==> src/rtl/sdram_port_arbiter.sv <==
// sdram_port_arbiter: shares one Avalon-style SDRAM controller port between
// the northbridge memory path (port 0) and a secondary master (port 1).
// One master is granted at a time. The grant is held until that master's
// command is accepted. Read returns are steered back to the issuing port
// through a small FIFO of outstanding-read tags.
module sdram_port_arbiter #(
  parameter int ADDR_W       = 22,
  parameter int DATA_W       = 16,
  parameter int BE_W         = 2,
  parameter int MAX_PEND     = 4,
  parameter int STARVE_LIMIT = 8
) (
  input  logic                        clk,
  input  logic                        reset_n,
  // port 0: northbridge
  input  logic [ADDR_W-1:0]           m0_addr,
  input  logic [BE_W-1:0]             m0_be_n,
  input  logic [DATA_W-1:0]           m0_data,
  input  logic                        m0_rd_n,
  input  logic                        m0_wr_n,
  output logic                        m0_waitrequest,
  output logic [DATA_W-1:0]           m0_rdata,
  output logic                        m0_valid,
  // port 1: debug loader / DMA
  input  logic [ADDR_W-1:0]           m1_addr,
  input  logic [BE_W-1:0]             m1_be_n,
  input  logic [DATA_W-1:0]           m1_data,
  input  logic                        m1_rd_n,
  input  logic                        m1_wr_n,
  output logic                        m1_waitrequest,
  output logic [DATA_W-1:0]           m1_rdata,
  output logic                        m1_valid,
  // SDRAM controller slave port
  output logic [ADDR_W-1:0]           az_addr,
  output logic [BE_W-1:0]             az_be_n,
  output logic [DATA_W-1:0]           az_data,
  output logic                        az_rd_n,
  output logic                        az_wr_n,
  input  logic [DATA_W-1:0]           za_data,
  input  logic                        za_valid,
  input  logic                        za_waitrequest,
  // status
  output logic                        rd_err,
  output logic [$clog2(MAX_PEND):0]   pend_cnt
);

  localparam int PTR_W = $clog2(MAX_PEND);
  localparam int CNT_W = PTR_W + 1;
  localparam int SC_W  = $clog2(STARVE_LIMIT + 1);

  typedef enum logic [1:0] {
    ST_IDLE = 2'd0,
    ST_G0   = 2'd1,
    ST_G1   = 2'd2
  } state_e;

  state_e           state_q, state_d, sel_state;
  logic             req0, req1;
  logic             gnt_rd, gnt_wr, gnt_req, gnt_id;
  logic             accept, acc0, acc1;
  logic             fifo_full, fifo_empty, push, pop, head_id;
  logic [SC_W-1:0]  starve_q, starve_d;
  logic [PTR_W-1:0] wr_ptr_q, rd_ptr_q;
  logic [CNT_W-1:0] cnt_q, cnt_d;
  logic             rd_err_q;
  logic             tag_mem [MAX_PEND];

  assign req0 = ~m0_rd_n | ~m0_wr_n;
  assign req1 = ~m1_rd_n | ~m1_wr_n;

  // Route the granted master onto the controller port; idle drives a quiet bus.
  always_comb begin
    // NOTE: every signal gets a default first so no path leaves one unassigned (no latches).
    gnt_wr  = 1'b0;
    gnt_rd  = 1'b0;
    gnt_id  = 1'b0;
    az_addr = '0;
    az_data = '0;
    az_be_n = '1;
    case (state_q)
      ST_G0: begin
        gnt_wr  = ~m0_wr_n;
        gnt_rd  = ~m0_rd_n & m0_wr_n;   // write wins when both are low
        az_addr = m0_addr;
        az_data = m0_data;
        az_be_n = m0_be_n;
      end
      ST_G1: begin
        gnt_id  = 1'b1;
        gnt_wr  = ~m1_wr_n;
        gnt_rd  = ~m1_rd_n & m1_wr_n;
        az_addr = m1_addr;
        az_data = m1_data;
        az_be_n = m1_be_n;
      end
      default: ;
    endcase
  end

  // A read is held off the bus while every tag slot is in use.
  assign gnt_req        = gnt_wr | gnt_rd;
  assign az_wr_n        = ~gnt_wr;
  assign az_rd_n        = ~(gnt_rd & ~fifo_full);
  assign accept         = gnt_req & ~za_waitrequest & ~(gnt_rd & fifo_full);
  assign acc0           = accept & (state_q == ST_G0);
  assign acc1           = accept & (state_q == ST_G1);
  assign m0_waitrequest = ~acc0;
  assign m1_waitrequest = ~acc1;

  // Count port-0 wins while port 1 is waiting; a port-1 win clears it.
  always_comb begin
    starve_d = starve_q;
    if (acc1) begin
      starve_d = '0;
    end else if (acc0 && req1 && (starve_q != SC_W'(STARVE_LIMIT))) begin
      starve_d = starve_q + SC_W'(1);
    end
  end

  // Pick the next owner. The count including this cycle's accept is used,
  // so port 1 wins right after the STARVE_LIMIT-th consecutive port-0 accept.
  always_comb begin
    sel_state = ST_IDLE;
    if (req1 && ((starve_d == SC_W'(STARVE_LIMIT)) || !req0)) begin
      sel_state = ST_G1;
    end else if (req0) begin
      sel_state = ST_G0;
    end
    state_d = state_q;
    case (state_q)
      ST_IDLE: state_d = sel_state;
      ST_G0, ST_G1: begin
        if (!gnt_req) begin
          state_d = ST_IDLE;            // master withdrew while granted
        end else if (accept) begin
          state_d = sel_state;          // re-arbitrate on the accept edge
        end
      end
      default: state_d = ST_IDLE;
    endcase
  end

  // Grant state, starvation counter and sticky return-error flag.
  always_ff @(posedge clk or negedge reset_n) begin
    // NOTE: clocked state is updated with non-blocking assignments only.
    if (!reset_n) begin
      state_q  <= ST_IDLE;
      starve_q <= '0;
      rd_err_q <= 1'b0;
    end else begin
      state_q  <= state_d;
      starve_q <= starve_d;
      if (za_valid && fifo_empty) begin
        rd_err_q <= 1'b1;
      end
    end
  end

  // Outstanding-read tag FIFO: push the owner's id on an accepted read,
  // pop on every returned word.
  assign fifo_empty = (cnt_q == '0);
  assign fifo_full  = (cnt_q == CNT_W'(MAX_PEND));
  assign push       = accept & gnt_rd;
  assign pop        = za_valid & ~fifo_empty;

  // Occupancy follows push/pop; both together leave it unchanged.
  always_comb begin
    cnt_d = cnt_q;
    case ({push, pop})
      2'b10:   cnt_d = cnt_q + CNT_W'(1);
      2'b01:   cnt_d = cnt_q - CNT_W'(1);
      default: cnt_d = cnt_q;
    endcase
  end

  // FIFO pointers and occupancy.
  always_ff @(posedge clk or negedge reset_n) begin
    if (!reset_n) begin
      wr_ptr_q <= '0;
      rd_ptr_q <= '0;
      cnt_q    <= '0;
    end else begin
      if (push) wr_ptr_q <= wr_ptr_q + PTR_W'(1);
      if (pop)  rd_ptr_q <= rd_ptr_q + PTR_W'(1);
      cnt_q <= cnt_d;
    end
  end

  // Tag storage.
  always_ff @(posedge clk) begin
    // NOTE: storage is not reset; the reset pointers/count make stale entries unreachable.
    if (push) begin
      tag_mem[wr_ptr_q] <= gnt_id;
    end
  end

  assign head_id  = tag_mem[rd_ptr_q];
  assign m0_valid = pop & ~head_id;
  assign m1_valid = pop & head_id;
  assign m0_rdata = za_data;
  assign m1_rdata = za_data;
  assign rd_err   = rd_err_q;
  assign pend_cnt = cnt_q;

endmodule

==> config.mk <==
export PLATFORM = sky130hd
export DESIGN_NAME = sdram_port_arbiter
export DESIGN_NICKNAME = d
export VERILOG_FILES = /design/src/rtl/sdram_port_arbiter.sv
export SDC_FILE = /design/constraint.sdc
export NUM_CORES = 1
export LEC_CHECK = 0
export ABC_AREA = 1
export CAP_MARGIN = 5
export CORE_ASPECT_RATIO = 0.5
export CORE_MARGIN = 2
export CORE_UTILIZATION = 28
export DETAILED_ROUTE_END_ITERATION = 16
export GPL_TIMING_DRIVEN = 0
export PLACE_DENSITY = 0.83
export REMOVE_ABC_BUFFERS = 1
export SKIP_LAST_GASP = 1
export SLEW_MARGIN = 5
export SYNTH_ARGS = -nofsm -noshare
export SYNTH_HDL_FRONTEND = slang
export SYNTH_SLANG_ARGS = --single-unit
export TNS_END_PERCENT = 10
==> constraint.sdc <==
create_clock -name clk -period 2.6 [get_ports clk]
set_input_delay 0.78 -clock clk [delete_from_list [all_inputs] [get_ports clk]]
set_output_delay 0.78 -clock clk [all_outputs]
set_load 0.01 [all_outputs]
# Word level (Yosys, flattened, before mapping)
# Memories as Yosys holds them, arrays and structs flattened.
# Index checks and enable logic that the tools add are counted.
[word_totals]
output_inout_bits = 82
word_cells = 74
n_memories = 1
in_bits = 104
regBits = 14
ramBits = 4
[memory_table]
columns = ["memory", "depth", "word_bits", "rd", "rd_clocked_by_memory_dff", "write_ports", "line", "rtl"]
rows = [
  ["tag_mem", 4, 1, 1, 0, 1, "66", "logic tag_mem [MAX_PEND];"],
]
[classes]
addsub = 5
bitwise = 28
reduce_logical = 10
eq_ne = 8
n_mux = 16
[op_table]
columns = ["op", "count"]
rows = [
  ["$pmux 22 s2", 1],
  ["$pmux 16 s2", 1],
  ["$not 1->1", 13],
  ["$and 1x1->1", 12],
  ["$mux 4", 2],
  ["$pmux 2 s2", 2],
  ["$mux 2", 3],
  ["$pmux 3 s2", 1],
  ["$add 2x1->2 const B", 2],
  ["$add 4x1->4 const B", 1],
  ["$eq 2x1->1 const B", 2],
  ["$eq 2x2->1 const B", 2],
  ["$eq 4x4->1 const B", 1],
  ["$logic_and 1x1->1", 4],
  ["$mux 1", 4],
  ["$ne 4x4->1 const B", 1],
  ["$pmux 1 s2", 2],
  ["$add 3x1->3 const B", 1],
  ["$eq 3x3->1 const B", 1],
  ["$logic_not 3->1", 1],
  ["$ne 3x3->1 const B", 1],
  ["$or 1x1->1", 3],
  ["$sub 3x1->3 const B", 1],
  ["$logic_not 2->1", 1],
  ["4 further kinds", 4],
]

# Longest topological paths before layout
[depth]
word_depth = 18
ltp_mapped = 18
mapped_depth_nobuf = 17

# Worst setup path before layout
# OpenSTA, ideal clock, no wires.
[synth_timing]
kind = "register -> register"
from = "register state_q[0]"
to = "register cnt_q[2] (netlist: pend_cnt[2])"
stages_incl_launch_ff = 15
setup_slack_ps = 53
path_buffers = 1
period_less_slack_ps = 2547
setup_time_ps = 131
arrival_time_ps = 2416
required_time_ps = 2469
path_cell_list = "dfrtp_1 > inv_1 > ha_1 > buf_6 > nand2_1 > nand2_2 > o21ai_2 > nor2_8 > nand2_1 > ha_1 > inv_1 > fa_1 > a21oi_1 > o21ai_0 > xor2_1"
[synth_via]
elab_chain_cells = 8
word_cells_on_any_way = 14
classes_between = "eq/ne: 4; mux: 3; bitwise: 6; reduce/logical: 1"
[synth_rtl]
columns = ["item", "line", "rtl"]
rows = [
  ["start, declared", "57", "state_e state_q, state_d, sel_state;"],
  ["start signal, assigned", "151", "state_q <= state_d;"],
  ["$eq 2x2->1 / $eq 2x1->1 (equally long branches)", "80", "case (state_q)"],
  ["$pmux 1 s2", "80", ""],
  ["$or 1x1->1 / $and 1x1->1 (equally long branches)", "101, 104", ""],
  ["$and 1x1->1 / $not 1->1 (equally long branches)", "104", "assign accept = gnt_req & ~za_waitrequest & ~(gnt_rd & fifo_full);"],
  ["$and 1x1->1", "104", ""],
  ["$and 1x1->1 *", "163", "assign push = accept & gnt_rd;"],
  ["$eq 2x1->1 / $eq 2x2->1 (equally long branches)", "169", "case ({push, pop})"],
  ["$pmux 3 s2 / $reduce_bool 2->1 (equally long branches)", "n/a", ""],
  ["end signal, assigned", "185", "cnt_q <= cnt_d;"],
  ["end, declared", "64", "logic [CNT_W-1:0] cnt_q, cnt_d;"],
]
# Mark *: on every way between the ends. The rest lies on a longest branch, timed or not.
# A chain may end at the register's enable or synchronous reset.

# Worst setup path after layout
[layout_timing]
from = "input za_valid"
to = "output m0_valid"
[layout_via]
elab_chain_cells = 2
[layout_rtl]
columns = ["item", "line", "rtl"]
rows = [
  ["start, declared", "40", "input logic za_valid,"],
  ["$and 1x1->1", "164", "assign pop = za_valid & ~fifo_empty;"],
  ["$and 1x1->1", "198", "assign m0_valid = pop & ~head_id;"],
  ["end, declared", "23", "output logic m0_valid,"],
]
# Every way passes these cells.

==> flow_metrics.tcl <==
set metrics [dict create \
    status "finished, violations left" \
    violations "setup timing" \
    finalMaxSlewViolations 0 \
    hp-start "rd_err" \
    cts.sinks 18 \
    finClkSkew_ps 0.7064 \
    utilization 0.5359 \
    place_area_mm2 0.003241 \
    cpMostUsedCell "clkdlybuf4s50_1" \
    routabilityCongestion 0.7614 \
    period_needed_ps 2829 \
    cts_tree "done" \
    synthTopCellsByCount "103 x nand2_1, 41 x a21oi_1, 33 x inv_1, 32 x buf_4, 15 x nor2_1" \
    synth_cells 310 \
    vias 2438 \
    peakVddDrop_mv 0.3555 \
    p_per_area_mw_per_mm2 818.1 \
    grt_overflow 0 \
    fin_ws_ps -228.7 \
    total_leakage_power_nw 1.638 \
    ys_seq_area_frac 0.2317 \
    start_kind "primary input" \
    rrSetupSlack_ps -90 \
    cpPeakStageDelay_ps 540 \
    relSlewSlack 0.5681 \
    nets 551 \
    synth-main-ff-cell "dfrtp_1" \
    cts_max_path_buffers 2 \
    worst-path-buf-inv 2 \
    synthArstFlopShare 0.7778 \
    fp.dieW_um 124.4 \
    worstSetupPathType "primary input to primary output" \
    final_area_mm2 0.003675 \
    cp_slowest_cell "clkdlybuf4s50_1" \
    rows 21 \
    grt_pass1_vias 2546 \
    ys_ff_latch 18 \
    portBuffers 137 \
    rr_worst_depth 15 \
    groute.usage.overall 0.1927 \
    ant_nets 0 \
    htree_levels 1 \
    worstMarginPinSlew_ps 645.8 \
    synth_area_per_cell_um2 6.551 \
    clkTransAtPathRegs_ps 50 \
    worstSetupPathDepth 4 \
    firstDrtPassIters 4 \
    max_freq_mhz 353.5 \
    diodes 0 \
    synth_top_area_share 0.1904 \
    fp.dieH_um 64.22 \
    drcViolationCount 0 \
    drt_wl_total_mm 8.098 \
    path_cells "clkdlybuf4s50_1 -> o21ai_1 -> nor2_1 -> clkdlybuf4s50_1" \
    synth_area_leaders "nand2_1 19%, dfrtp_1 17%, buf_4 12%" \
    hold_ws_ps 464.0 \
    synth_top_cell_by_area "nand2_1" \
    synth_cell_types 31 \
    r2r-start "state_q[1]" \
    syn_to_final_growth_pct 80.96 \
    reg2reg_to "pend_cnt[2]" \
    vias_per_cell 4.644 \
    grt_max_degree 24 \
    start_util 0.2961 \
    drive_above_1_share 0.1386 \
    synth_edf_count 4 \
    rsz0062_at_grt "true" \
    antenna_found_initial 0 \
    drtIter0Drc 98 \
    synth_warnings 0 \
    cts_buffers 3 \
    nFillCells 644 \
    clock_latency_ps 240 \
    final-hold-violation-count 0 \
    critical_path.top_delay_family "buffers and inverters" \
    clockRootBuffer "clkbuf_16" \
    avgRoutedWirePerCell_um 15.42 \
    syn_area_mm2 0.002031 \
    hold_depth 1 \
    end_kind "primary output" \
    hp-class "flip-flop to flip-flop" \
    cap_viol_max_count 0 \
    grt_pass1_wl_mm 12.50 \
    crit_required_ps 1820 \
    synth.most_common_cell "nand2_1" \
    dieArea_mm2 0.007991 \
    fin_crit_sh 1.088 \
    cp_max_fo 4 \
    setup_viol 44 \
    crit_arrival_ps 2050 \
    core-area_mm2 0.006858 \
    hold_end "rd_err" \
    pin_count 186 \
    hpwl_mm 5.136 \
    post-place-ws_ps -787.5 \
]
==> cell type report <==
class	instances	area, µm²	share of cell area
repair buffers	161	1647	0.4481
multi-input cells	211	1197	0.3258
well taps	92	115.1	0.03132
flip-flops and latches	18	471.7	0.1284
clock buffers	3	75.07	0.02043
inverters	35	135.1	0.03677
repair inverters	4	30.03	0.008172
clock inverters	1	3.754	0.001021
==> worst max path at each step <==
stage                     startpoint        endpoint  slack, ps
after floorplan           state_q[0]     pend_cnt[2]       -570
after global placement    state_q[0]  m1_waitrequest      -1300
after detailed placement  state_q[0]      az_be_n[1]       -790
after CTS                    m1_rd_n  m1_waitrequest       -270
after global routing      state_q[1]     az_addr[19]       -330
final                       za_valid        m0_valid       -230
==> cells by family after synthesis <==
group,synth area share
XOR/XNOR,0.02588
flip-flops,0.2317
buffers and inverters,0.2132
adder cells (fa/ha/maj),0.08379
AND/OR/NAND/NOR,0.3111
AO/OA/AOI/OAI,0.1343
==> metal layers <==
layer,vias up,share of wire,track usage
met3,16,0.10,0.07789
met5,-,0.0067,0.06536
met2,131,0.46,0.3251
li1,1186,-,-
met4,2,0.017,0.04213
met1,1103,0.42,0.2279
==> registers in the layout, indices dropped and copies added (netlist names) <==
| register | count |
|---|---|
| state_q | 2 |
| pend_cnt | 3 |
| rd_err | 1 |
| wr_ptr_q | 2 |
| rd_ptr_q | 2 |
| starve_q | 4 |
| tag_mem | 4 |
==> timing repair <==
action / 4_1_cts / 5_1_grt
gates cloned: 5 / 2
endpoints found under the setup margin: 48 / 48
resized for setup: 41 / 15
pin swaps: 4 / 6
setup buffers: 13 / 7
hold buffers: 0 / 0
==> power breakdown <==
group,internal [W],switching (W)
Combinational,0.00106,0.00118
Sequential,0.000385,0.0000810
Clock,0.000204,0.0000994
==> metrics by stage <==
stage,std cells,power [W],TNS [ps]
global route,525,0.003267,-11820
CTS,516,0.002919,-7126
global placement,493,0.002172,-51990
finish,525,0.003006,-6909
detailed placement,494,0.002198,-27850
floorplan,264,0.001394,-1819
==> cell usage in the layout (no fill, tap or decap), types with 2 or more instances in the layout <==
| cell | count |
|---|---|
| nand3_2 | 2 |
| nand4_1 | 4 |
| a221o_1 | 2 |
| ha_4 | 3 |
| ha_1 | 9 |
| a21oi_1 | 41 |
| o21ai_0 | 2 |
| nand2_1 | 102 |
| buf_4 | 17 |
| clkbuf_16 | 5 |
| inv_2 | 6 |
| dlygate4sd2_1 | 11 |
| inv_1 | 28 |
| dlymetal6s2s_1 | 5 |
| edfxtp_1 | 4 |
| buf_6 | 2 |
| xor2_1 | 5 |
| nand3_1 | 6 |
| nor2_1 | 15 |
| clkdlybuf4s50_1 | 117 |
| clkinvlp_4 | 5 |
| dfrtp_1 | 13 |
| o21ai_1 | 2 |
| buf_12 | 2 |
| nand3_4 | 2 |
| buf_16 | 2 |
| nand2_2 | 2 |
| nand2_4 | 4 |
No activity file was read; power rests on OpenSTA's default activity.
